**src/rtl/matmul_pkg.sv**
```systemverilog
`default_nettype none
// ============================================================================
// Module      : matmul_pkg
// Description : Shared types and helpers for the matrix-multiplier sharing
//               controller: FSM state encoding, element word width and the
//               flat-matrix width helper.
// Ports       : none (package)
// Revision    : 1.0 - initial release
// ============================================================================
package matmul_pkg;

    localparam int WORD_W = 32;

    typedef enum logic [1:0] {
        IDLE    = 2'd0,
        LOAD    = 2'd1,
        WAIT_C  = 2'd2,
        DELIVER = 2'd3
    } state_t;

    // Bit width of a flat rows x cols matrix of WORD_W elements.
    function automatic int mat_bits(input int rows, input int cols);
        return WORD_W * rows * cols;
    endfunction

endpackage
`default_nettype wire

```
**src/rtl/rr_arb2.sv**
```systemverilog
`default_nettype none
// ============================================================================
// Module      : rr_arb2
// Description : Two-way round-robin arbiter, purely combinational. The
//               requester named by 'last' (served last) loses a tie.
// Ports       : req[1:0] - request vector
//               last     - index of the requester served last
//               grant    - winning index (valid only when 'valid' is high)
//               valid    - at least one request present
// Revision    : 1.0 - initial release
// ============================================================================
module rr_arb2 (
    input  logic [1:0] req,
    input  logic       last,
    output logic       grant,
    output logic       valid
);

    always_comb begin
        valid = |req;
        grant = 1'b0;
        case (req)
            2'b01:   grant = 1'b0;
            2'b10:   grant = 1'b1;
            2'b11:   grant = ~last;
            default: grant = 1'b0;
        endcase
    end

endmodule
`default_nettype wire

```
**src/rtl/matmul_share_ctrl.sv**
```systemverilog
`default_nettype none
// ============================================================================
// Module      : matmul_share_ctrl
// Description : Shares one matrix multiplier between two requesters.
//               Round-robin grant, operand capture, a/b/c strobe-ack
//               sequencing and result return. All outputs are registered.
// Ports       : clk, rst (async, active low)
//               req_stb/req_ack     - per-requester operand handshake
//               req_A0/A1, req_B0/B1- operands per requester
//               res_stb/res_ack     - per-requester result handshake
//               res_C               - shared result bus
//               mm_A, mm_B, mm_a_stb/ack, mm_b_stb/ack - multiplier operands
//               mm_C, mm_c_stb/ack  - multiplier result
//               busy, owner         - status
// Revision    : 1.0 - initial release
// ============================================================================
module matmul_share_ctrl
    import matmul_pkg::*;
#(
    parameter int n = 2,
    parameter int m = 2,
    parameter int p = 2
) (
    input  logic                     clk,
    input  logic                     rst,
    input  logic [1:0]               req_stb,
    output logic [1:0]               req_ack,
    input  logic [mat_bits(n,m)-1:0] req_A0,
    input  logic [mat_bits(n,m)-1:0] req_A1,
    input  logic [mat_bits(m,p)-1:0] req_B0,
    input  logic [mat_bits(m,p)-1:0] req_B1,
    output logic [1:0]               res_stb,
    input  logic [1:0]               res_ack,
    output logic [mat_bits(n,p)-1:0] res_C,
    output logic [mat_bits(n,m)-1:0] mm_A,
    output logic [mat_bits(m,p)-1:0] mm_B,
    output logic                     mm_a_stb,
    output logic                     mm_b_stb,
    input  logic                     mm_a_ack,
    input  logic                     mm_b_ack,
    input  logic [mat_bits(n,p)-1:0] mm_C,
    input  logic                     mm_c_stb,
    output logic                     mm_c_ack,
    output logic                     busy,
    output logic                     owner
);

    localparam int c_WA = mat_bits(n, m);
    localparam int c_WB = mat_bits(m, p);
    localparam int c_WC = mat_bits(n, p);

    state_t            r_state,    w_state_nxt;
    logic              r_ptr,      w_ptr_nxt;
    logic              r_owner,    w_owner_nxt;
    logic [1:0]        r_req_ack,  w_req_ack_nxt;
    logic [c_WA-1:0]   r_mm_A,     w_mm_A_nxt;
    logic [c_WB-1:0]   r_mm_B,     w_mm_B_nxt;
    logic              r_a_stb,    w_a_stb_nxt;
    logic              r_b_stb,    w_b_stb_nxt;
    logic              r_a_done,   w_a_done_nxt;
    logic              r_b_done,   w_b_done_nxt;
    logic              r_c_ack,    w_c_ack_nxt;
    logic [1:0]        r_res_stb,  w_res_stb_nxt;
    logic [c_WC-1:0]   r_res_C,    w_res_C_nxt;
    logic              r_busy,     w_busy_nxt;

    logic              w_gnt;
    logic              w_gnt_valid;

    rr_arb2 u_arb (
        .req   (req_stb),
        .last  (r_ptr),
        .grant (w_gnt),
        .valid (w_gnt_valid)
    );

    always_comb begin
        w_state_nxt   = r_state;
        w_ptr_nxt     = r_ptr;
        w_owner_nxt   = r_owner;
        w_req_ack_nxt = 2'b00;
        w_mm_A_nxt    = r_mm_A;
        w_mm_B_nxt    = r_mm_B;
        w_a_stb_nxt   = r_a_stb;
        w_b_stb_nxt   = r_b_stb;
        w_a_done_nxt  = r_a_done;
        w_b_done_nxt  = r_b_done;
        w_c_ack_nxt   = 1'b0;
        w_res_stb_nxt = r_res_stb;
        w_res_C_nxt   = r_res_C;

        case (r_state)
            IDLE: begin
                if (w_gnt_valid) begin
                    w_state_nxt          = LOAD;
                    w_owner_nxt          = w_gnt;
                    w_req_ack_nxt[w_gnt] = 1'b1;
                    w_mm_A_nxt           = w_gnt ? req_A1 : req_A0;
                    w_mm_B_nxt           = w_gnt ? req_B1 : req_B0;
                    w_a_stb_nxt          = 1'b1;
                    w_b_stb_nxt          = 1'b1;
                    w_a_done_nxt         = 1'b0;
                    w_b_done_nxt         = 1'b0;
                end
            end

            LOAD: begin
                // An ack only counts while its strobe is still offered.
                if (r_a_stb && mm_a_ack) begin
                    w_a_done_nxt = 1'b1;
                    w_a_stb_nxt  = 1'b0;
                end
                if (r_b_stb && mm_b_ack) begin
                    w_b_done_nxt = 1'b1;
                    w_b_stb_nxt  = 1'b0;
                end
                // Leave on the edge that completes the pair so a job with
                // instant acks costs only one cycle here.
                if (w_a_done_nxt && w_b_done_nxt) begin
                    w_a_done_nxt = 1'b0;
                    w_b_done_nxt = 1'b0;
                    w_state_nxt  = WAIT_C;
                end
            end

            WAIT_C: begin
                if (mm_c_stb) begin
                    w_res_C_nxt            = mm_C;
                    w_c_ack_nxt            = 1'b1;
                    w_res_stb_nxt[r_owner] = 1'b1;
                    w_state_nxt            = DELIVER;
                end
            end

            DELIVER: begin
                if (res_ack[r_owner]) begin
                    w_res_stb_nxt = 2'b00;
                    w_ptr_nxt     = r_owner;
                    w_state_nxt   = IDLE;
                end
            end

            default: w_state_nxt = IDLE;
        endcase

        w_busy_nxt = (w_state_nxt != IDLE);
    end

    always_ff @(posedge clk or negedge rst) begin
        if (!rst) begin
            r_state   <= IDLE;
            r_ptr     <= 1'b1;
            r_owner   <= 1'b0;
            r_req_ack <= 2'b00;
            r_mm_A    <= '0;
            r_mm_B    <= '0;
            r_a_stb   <= 1'b0;
            r_b_stb   <= 1'b0;
            r_a_done  <= 1'b0;
            r_b_done  <= 1'b0;
            r_c_ack   <= 1'b0;
            r_res_stb <= 2'b00;
            r_res_C   <= '0;
            r_busy    <= 1'b0;
        end else begin
            r_state   <= w_state_nxt;
            r_ptr     <= w_ptr_nxt;
            r_owner   <= w_owner_nxt;
            r_req_ack <= w_req_ack_nxt;
            r_mm_A    <= w_mm_A_nxt;
            r_mm_B    <= w_mm_B_nxt;
            r_a_stb   <= w_a_stb_nxt;
            r_b_stb   <= w_b_stb_nxt;
            r_a_done  <= w_a_done_nxt;
            r_b_done  <= w_b_done_nxt;
            r_c_ack   <= w_c_ack_nxt;
            r_res_stb <= w_res_stb_nxt;
            r_res_C   <= w_res_C_nxt;
            r_busy    <= w_busy_nxt;
        end
    end

    assign req_ack  = r_req_ack;
    assign res_stb  = r_res_stb;
    assign res_C    = r_res_C;
    assign mm_A     = r_mm_A;
    assign mm_B     = r_mm_B;
    assign mm_a_stb = r_a_stb;
    assign mm_b_stb = r_b_stb;
    assign mm_c_ack = r_c_ack;
    assign busy     = r_busy;
    assign owner    = r_owner;

endmodule
`default_nettype wire
```
**config.mk**
```make
export PLATFORM = sky130hd
export DESIGN_NAME = matmul_share_ctrl
export DESIGN_NICKNAME = d
export VERILOG_FILES = /design/src/rtl/matmul_pkg.sv /design/src/rtl/rr_arb2.sv /design/src/rtl/matmul_share_ctrl.sv
export SDC_FILE = /design/constraint.sdc
export NUM_CORES = 1
export LEC_CHECK = 0
export ABC_AREA = 1
export BUFFER_PORTS_ARGS = -buffer_cell sky130_fd_sc_hd__buf_4
export CORE_AREA = 2 2 410 412
export DETAILED_ROUTE_END_ITERATION = 10
export DIE_AREA = 0 0 412 414
export PLACE_DENSITY_LB_ADDON = 0.08
export SLEW_MARGIN = 5
export SYNTH_ARGS = -nofsm -noshare
export SYNTH_HDL_FRONTEND = slang
export SYNTH_SLANG_ARGS = --single-unit
export TNS_END_PERCENT = 5
```
**constraint.sdc**
```tcl
create_clock -name clk -period 4.2 [get_ports clk]
set_clock_uncertainty 0.2 [all_clocks]
set_input_delay 0.84 -clock clk [delete_from_list [all_inputs] [get_ports clk]]
set_output_delay 0.84 -clock clk [all_outputs]
set_load 0.05 [all_outputs]
```
# Word level (Yosys, flattened, before mapping)
# Index checks and enable logic that the tools add are counted.
# Widths: inputs -> output; s select.
# word_totals
word_cells	82
out_inout_bits	393
register_bits	398
in_bits	649
# classes
n_bitwise	2
magnitude_cmp	4
n_eq_ne	10
muxes	35
n_reduce_logical	17
# ops
op	n
$mux 128	2
$mux 1	16
$mux 2	8
$pmux 1 s2	5
$reduce_and 3->1	3
$eq 2x2->1 const B	4
$ne 2x2->1 const B	4
$pmux 2 s4	1
$reduce_and 2->1	4
$reduce_bool 2->1	3
$logic_and 1x1->1	5
$lt 1x2->1 const B	2
$pmux 2 s2	1
$demux 1 s1	2
$eq 2x1->1 const B	1
$ge 1x1->1 const B	2
$logic_not 2->1	1
$ne 2x1->1 const B	1
$or 2x2->2	1
$reduce_or 2->1	1
$not 1->1	1

# Longest topological paths before layout
# Gate-level depths: netlist of the first run.
# depth
ltp_word	8
ltp_mapped	8
ltp_nobuf	7

# Modules after synthesis
# Synthesis of the first run repeated with hierarchy kept, for this count alone.
# hier_totals
hier_cells	1978
hier_area_um2	16438.3
# by_module_without_submodules
mod	area_per_inst_um2	seq_area_each_um2	cells_each	instances
matmul_share_ctrl	16423.3	9960.8	1975	1
rr_arb2	15.0	0.0	3	1

# Least setup slack after synthesis of the first run
# Ideal clock, no wire load.
# synth_timing
path_kind	input port to flip-flop
start	input port req_stb[1]
end	register r_mm_A[20], in the netlist mm_A[20]
n_path_buf	2
path_stages	6
setup_ns	0.066
t_arrival_ns	1.698
required_time_ns	3.934
slack_ns	2.237
path_cell_list	inv_2 -> a21oi_4 -> buf_2 -> buf_1 -> o211ai_1 -> nand2_1
# synth_between
elab_chain_len	3
word_cells_on_any_way	6
classes_between	eq/ne (2); mux (2); reduce/logical (2)
# synth_rtl
item	line_no	rtl
start: declaration	matmul_share_ctrl.sv:26	input logic [1:0] req_stb,
$eq 2x2->1	rr_arb2.sv:22	case (req)
$pmux 1 s2	rr_arb2.sv:22	
$mux 128	matmul_share_ctrl.sv:98	w_mm_A_nxt = w_gnt ? req_A1 : req_A0;
end signal: assignment	matmul_share_ctrl.sv:170	r_mm_A <= w_mm_A_nxt;
end: declaration	matmul_share_ctrl.sv:56	logic [c_WA-1:0] r_mm_A, w_mm_A_nxt;
# Parallel ways exist; a longest one is shown, timed or not.
# A chain may end at the register's enable or synchronous reset.

# Worst setup path after layout of the first run
# layout_timing
start	register r_mm_B[68], in the netlist mm_B[68]
end	output port mm_B[68]
# layout_lines
item	line_no	rtl
start: declaration	matmul_share_ctrl.sv:57	logic [c_WB-1:0] r_mm_B, w_mm_B_nxt;
start signal: assignment	matmul_share_ctrl.sv:171	r_mm_B <= w_mm_B_nxt;
end: declaration	matmul_share_ctrl.sv:36	output logic [mat_bits(m,p)-1:0] mm_B,
# No word-level cell between the ends.

==> results of run 1 <==
## kinds of logic (layout without fill, tap and decap cells)
logic type	after synthesis	count (layout)	share of synthesized area, %
compound gates	266	266	11.04
buf+inv	413	1470	9.225
flops	398	398	55.06
other cells	0	21	0
simple gates	1187	1187	24.68
## layer usage
layer	share of wire [%]	track usage [%]	vias up
li1	-	-	9110
met1	36	13.79	8750
met2	53	24.18	565
met3	7.7	4.488	136
met4	2.9	4.813	18
met5	0.095	0.3392	-
## worst max-delay path by stage
stage / from / to / slack, ns
after floorplan: req_stb[1] / mm_A[20]$_DFFE_PN0P_ / 2.24
after global placement: req_stb[0] / mm_B[55]$_DFFE_PN0P_ / 1.40
after detailed placement: mm_c_stb / res_C[113]$_DFFE_PN0P_ / 1.41
after CTS: mm_B[68]$_DFFE_PN0P_ / mm_B[68] / 1.63
after global routing: r_state[1]$_DFF_PN0_ / res_C[103]$_DFFE_PN0P_ / 1.56
final: mm_B[68]$_DFFE_PN0P_ / mm_B[68] / 1.77
## state kept, by name, indices dropped and copies added, names as in the netlist
name	count
mm_A	128
mm_B	128
res_C	128
r_state	2
req_ack	2
res_stb	2
busy	1
mm_a_stb	1
mm_b_stb	1
mm_c_ack	1
owner	1
r_a_done	1
r_b_done	1
r_ptr	1
## cell usage in the layout, fill, tap and decap left out, types with 2 or more instances in the layout
cell       instances
clkinv_2           6
clkbuf_8          22
nand3_1            3
diode_2           21
o211ai_1         256
buf_12            22
o21ai_0            5
nand2_1         1174
clkbuf_16         59
a21oi_4            2
clkbuf_1          17
buf_4           1065
clkinv_16          2
inv_2              2
dfrtp_1          397
inv_1            269
nor2_1             7
## metrics by stage
step	total power, mW	hold WS [ns]	cell area [um2]	std cells	utilization (%)
final	27.24	0.03988	30720	5546	18.47
after CTS	27.93	0.002202	30660	5525	18.44
after floorplan	16.20	0.2863	18090	2264	-
after global placement	22.59	0.2650	28670	5416	17.24
after global routing	28.84	0.03384	30700	5541	18.47
after detailed placement	22.47	0.2660	28670	5416	17.24
## power by group through the flow
stage	Clock [mW]	Combinational, mW	Sequential (mW)
final	5.18	15.2	6.90
after global placement	0	15.6	6.99
after detailed placement	0	15.5	6.95
after global routing	5.58	16.1	7.16
after floorplan	0	2.90	13.3
after CTS	5.47	15.5	6.93
## layout make-up
| type | count | area, um2 | share of cell area (%) |
|---|---|---|---|
| Inverter | 273 | 1035 | 3.369 |
| Antenna cell | 21 | 52.55 | 0.1711 |
| Clock buffer | 98 | 1843 | 6.000 |
| Timing Repair Buffer | 1088 | 8451 | 27.51 |
| Multi-Input combinational cell | 1453 | 6470 | 21.06 |
| Tap cell | 2204 | 2758 | 8.978 |
| Sequential cell | 398 | 9961 | 32.43 |
| Clock inverter | 11 | 147.6 | 0.4807 |
==> summary.md, run 1 <==
| Metric | Value |
|---|---|
| Status | completed |
| CP Buf/Inv Count | 1 |
| CP Class | flop to primary output |
| Syn. warnings | 0 |
| Core Box Area | around 170,000 um2 |
| Die height | slightly above 400 um |
| Ranking of synthesized cells by area | dfrtp_1 55%, nand2_1 24%, o211ai_1 11% |
| Die Area | 170,600 um2 |
| DR iter-0 viols | 770 |
| Clock buffer depth | 3 |
| Routed via count | 18.58k |
| Synth cell types | 19 |
| Worst reg-to-reg path cell count | 7 |
| Tcrit/Tclk final | ~58% |
| Detailed Place HPWL | 91,230 um |
| First drt pass iteration count | 5 |
| Syn_area_per_cell | 7.991 um2 |
| PwrDens | 886.9 nW/um2 |
| TritonCTS Buffers | 59 |
| Cts repair resizes | 0 |
| Crit-path max FO | 2 |
| Die extent in x | 412 um |
| Hold buffer count at cts | 0 |
| Most frequent cell after synthesis | nand2_1 |
| Leak | 16.39 nW |
| Final #Nets | slightly below 4k |
| Logic gate share of total power | a little under three fifths |
| Reg-to-Reg Start | r_state[1]$_DFF_PN0_ |
| I/O Buffers | 1,041 |
| Remaining Overflow, GRT | 0 |
| Vias/cell | 3.350 |
| Clock root buffer | clkbuf_16 |
| CP arrival | 1.39 ns |
| Number of global-route vias before repair | roughly 20k |
| Share of cells above drive strength 1 | 35.80% |
| Detail Route Antenna Nets | 0 |
| Register bit count reported by yosys | 398 |
| R2R setup slack | about 1.8 ns |
| Synthesis-to-finish area growth | 69.78% |
| RePlAce Congestion | 0.8073 |
| Leading post-synthesis cells by instance count | 1,175 x nand2_1, 397 x dfrtp_1, 270 x inv_1 |
| Peak VDD IR | a little under 0.4 mV |
| H-tree Lvls | 2 |
| Post-synth EDFFs | 0 |
| Register area share after synthesis | 55.06% |
| Rows | 150 |
| DRC viols | 0 |
| CP Cell Sequence | buf_4 |
| CTS tree | done |
| Post-CTS setup buffer count | 0 |
| Cell family with most CP delay | flip-flops |
| Fillcell total | 19.05k |
| Routed len/inst | around 21 um |
| Largest net degree at the start of global routing | 77 |
| Sw Share | 52.61% |
| Power share of the clock group | 19.0% |
| Slew Limit Fails | 0 |
| Final hold viol count | 0 |
| Async S/R FF share, synth | between 90% and 100% |
| Worst Path Required | around 3.2 ns |
| Post-synthesis instance total | 2,264 |
| Max Cap Viol | 0 |
| Synthesized area | 18,090 um2 |
| Fmax | 0.4114 GHz |
| Total Routed Length | 116,700 um |
| RSZ-0062 raised after global routing | false |
| Critical R2R Capture | res_C[29]$_DFFE_PN0P_ |
| Final worst setup slack | 1.769 ns |
| Critical Path Stages | 1 |
| Flop pwr share | 25.3% |
| Initial antenna violation count | 33 |
| Cell taking the most area after synthesis | dfrtp_1 |
| Pre-CTS WS | around 1.4 ns |
| Clock latency at the later pin of the worst-skew pair | ~0.68 ns |
| Synth top area share | 54.91% |
| Io pins | 1,042 |
| Sinks on the clock net | slightly below 400 |
| CP startpoint kind | flop |
| First-pass GRT wire length | 159,400 um |
| TNS Setup | 0 ns |
| CTS clock-pin slew for the worst setup and hold paths | 0.06 ns |
| Slowest stage delay, CP | roughly 0.46 ns |
| Hold Path Class | input port to asynchronous set/reset pin |
| Post-layout min period | between 2 and 2.5 ns |
| Initial core utilization | 10.88% |
| Mapped Nets | 2,913 |
| # setup viols final | 0 |
| Cell Int Power | roughly 13 mW |
| GRT Overall Usage | 13.20% |
| Slew margin rel. | 43.28% |
| Psw | 14.33 mW |
| Ys flop type | dfrtp_1 |
| CP max-delay cell | dfrtp_1 |
| Worst-Margin Slew | 0.8508 ns |
| Critical Path Sink Type | primary output |
(Power assumes the default switching activity.)
==> run 2: changes to the inputs <==
Settings changed: ABC_AREA 1 to 0, CORE_AREA 2 2 410 412 to 2 2 401 403, DIE_AREA 0 0 412 414 to 0 0 403 405.
Clock period 4.2 ns to 2.1 ns, I/O delays scaled along.
==> run 2 against run 1 <==
Effect of this change:
- design area grew 20%
- clock-buffer cell count decreased by 12
- synthesized area is 4.7% lower
==> summary.md, run 2 <==
| Metric | Value |
|---|---|
| Status | completed |
| Mapped Nets | around 2.4k |
| Cell taking the most area after synthesis | dfrtp_1 |
| Critical R2R Capture | mm_B[34]$_DFFE_PN0P_ |
| Detail Route Antenna Nets | 0 |
| H-tree Lvls | 2 |
| Detailed Place HPWL | 88,410 um |
| Post-synthesis compound-gate area fraction | 17.50% |
| Register bit count reported by yosys | about 400 |
| Sequential Area | roughly 10000 um2 |
| RePlAce Congestion | about 0.8 |
| Busiest grt layer | met2 |
| Clock buffer depth | 3 |
| Syn_area_per_cell | 9.829 um2 |
| TritonCTS Buffers | 57 |
| Routed len/inst | 20.04 um |
| Slew Limit Fails | 0 |
| Peak VDD IR | 0.8151 mV |
| Mux cell area share after synthesis | 8.414% |
| Met1 Resource Use GR | 14.37% |
| First drt pass iteration count | 5 |
| Final hold viol count | 0 |
| Clock root buffer | clkbuf_16 |
| CP startpoint kind | input port |
| GRT met3 Usage | 3.991% |
| Largest family of logic cells by synthesized area | compound AO/OA/AOI/OAI gates |
| Cell family with most CP delay | buffers and inverters |
| Fillcell total | about 17k |
| CP Buf/Inv Count | 5 |
| Share of cells above drive strength 1 | 37.22% |
| Clock latency at the later pin of the worst-skew pair | 0.64 ns |
| Total Routed Length | 112,400 um |
| GRT Overall Usage | 13.18% |
| Reg-to-Reg Start | r_ptr$_DFFE_PN1P_ |
| Xor/xnor share of the synthesized area | 0% |
| Initial antenna violation count | 18 |
| Area occupied by multi-input gates | 6546 um2 |
| Fmax | ~0.5 GHz |
| Core Box Area | 159,300 um2 |
| CTS tree | done |
| Worst reg-to-reg path cell count | 5 |
| Final #Nets | 4,116 |
| Leak | 16.77 nW |
| Critical Path Sink Type | flop |
| Max Cap Viol | 0 |
| # setup viols final | 0 |
| Ys flop type | dfrtp_1 |
| Largest net degree at the start of global routing | 62 |
| CP Cell Sequence | dlygate4sd3_1 -> buf_4 -> nor2_1 -> buf_4 -> nor3_4 -> buf_12 -> buf_12 -> a31oi_1 |
| CP Class | input port to flop |
| DR iter-0 viols | 811 |
| Async S/R FF share, synth | 100.0% |
| Ranking of synthesized cells by area | dfrtp_1 58%, nand2_1 11%, a31oi_1 9.4% |
| Number of global-route vias before repair | 22.79k |
| Most frequent cell after synthesis | nand2_1 |
| Syn. warnings | 0 |
| Leading post-synthesis cells by instance count | 515 x nand2_1, 397 x dfrtp_1, 260 x a21oi_1 |
| Slowest stage delay, CP | 0.54 ns |
| CP max-delay cell | dlygate4sd3_1 |
| Die extent in x | 403 um |
| R2R setup slack | 0.15 ns |
| Post-synthesis instance total | about 1.8k |
| Sinks on the clock net | ~400 |
| Post-layout min period | 2.000 ns |
| Adder-cell share of the synthesized area | 0% |
| RSZ-0062 raised after global routing | false |
| Synth cell types | 34 |
| Simple-gate share of the synthesized area | 11.84% |
| Worst hold margin | 0.1108 ns |
| Synthesis-to-finish area growth | 114.5% |
| Tcrit/Tclk final | 95.25% |
| CTS clock-pin slew for the worst setup and hold paths | 0.06 ns |
| Vias/cell | 3.655 |
| Rows | 147 |
| Synth top area share | 57.59% |
| Synthesized area | 17,250 um2 |
| GR Layer Usage met2 | between 20% and 30% |
| Post-synth EDFFs | 0 |
| Routed via count | between 20k and 25k |
| I/O Buffers | between 1k and 1.5k |
| Hold Path Class | input port to asynchronous set/reset pin |
| Crit-path max FO | 48 |
| CP arrival | roughly 2.3 ns |
| Worst Path Required | 2.41 ns |
| Initial core utilization | 10.83% |
| Register area share after synthesis | 57.75% |
| Remaining Overflow, GRT | 0 |
| Worst-Margin Slew | about 0.56 ns |
| First-pass GRT wire length | approximately 160,000 um |
| Most frequent cells in the layout | 1,111 x buf_4, 649 x dlygate4sd3_1, 515 x nand2_1, 393 x dfrtp_1, 260 x a21oi_1 |
| Die Area | 163,200 um2 |
| Layout Utilization | 23.23% |
| DRC viols | 0 |
| Io pins | 1,042 |
| Pwr Total | between 50 and 60 mW |
| Slew margin rel. | 62.44% |
| PwrDens | 1508 nW/um2 |
| Leading cell type in the layout, fill and taps excluded | buf_4 |
| Die height | 405 um |
==> run 2: cell types whose count changed in the layout (fill, tap and decap cells not counted), sizes merged, moves of 128 or more <==
cell         delta
dlygate4sd3   +649
a21oi         +257
inv           -271
mux2          +128
o211ai        -256
a31oi         +258
nand2         -661
==> run 2: where the power goes <==
part / internal [mW] / switching [mW] / leakage [nW]
sequential: 11.5 / 2.46 / 4.63
clock: 6.26 / 4.07 / 0.987
combinational: 10.0 / 21.5 / 11.2
total: 27.8 / 28.1 / 16.8
==> run 2: repair_timing <==
| item | CTS | global route |
|---|---|---|
| endpoints found under the setup margin | 5 | 1 |
| resized for setup | 6 | 1 |
| setup buffers | 0 | 0 |
| hold endpoints to repair | 644 | 0 |
| hold buffers | 649 | 0 |
==> run 2: layer usage <==
| metal | vias up | wire length [um] |
|---|---|---|
| met4 | 12 | 2814 |
| met2 | 725 | 58770 |
| met3 | 126 | 8100 |
| met1 | 10070 | 42670 |
| met5 | - | 79 |
| li1 | 9573 | - |
==> run 2: final cells by class <==
cell class              instances  area share, %
well taps                    2086          7.054
inverters                       3        0.03043
flip-flops and latches        398          26.93
diodes                         10        0.06763
clock buffers                  86          4.663
clock inverters                20         0.7338
repair buffers               1812          42.83
multi-input cells            1195          17.69
==> run 2: worst max path at each step <==
stage	start	to	slack [ns]	depth (start not counted)
4_1_cts	mm_B[118]$_DFFE_PN0P_	mm_B[118]	0.002	1
3_5_place_dp	req_stb[1]	mm_B[37]$_DFFE_PN0P_	-0.02	6
6_report	req_stb[0]	mm_A[78]$_DFFE_PN0P_	0.1	8
2_1_floorplan	r_state[0]$_DFF_PN0_	res_C[100]$_DFFE_PN0P_	0.36	5
5_1_grt	req_stb[0]	mm_A[11]$_DFFE_PN0P_	0.008	8
3_3_place_gp	req_stb[0]	mm_B[27]$_DFFE_PN0P_	-0.03	7
==> run 2: kinds of logic after synthesis <==
logic type / Yosys count
buffers and inverters: 162
AO/OA/AOI/OAI: 531
flip-flops: 398
AND/OR/NAND/NOR: 535
multiplexers: 129
==> run 2: stage by stage <==
stage               area, um2  setup slack, ns  TNS (ns)  std cells
finish                  37000          0.09982         0       5610
global route            36990         0.007582         0       5606
CTS                     36980         0.002398         0       5600
detailed placement      28470         -0.02211  -0.02211       4845
global placement        28470         -0.02997   -0.5959       4845
floorplan               17250           0.3647         0       1755
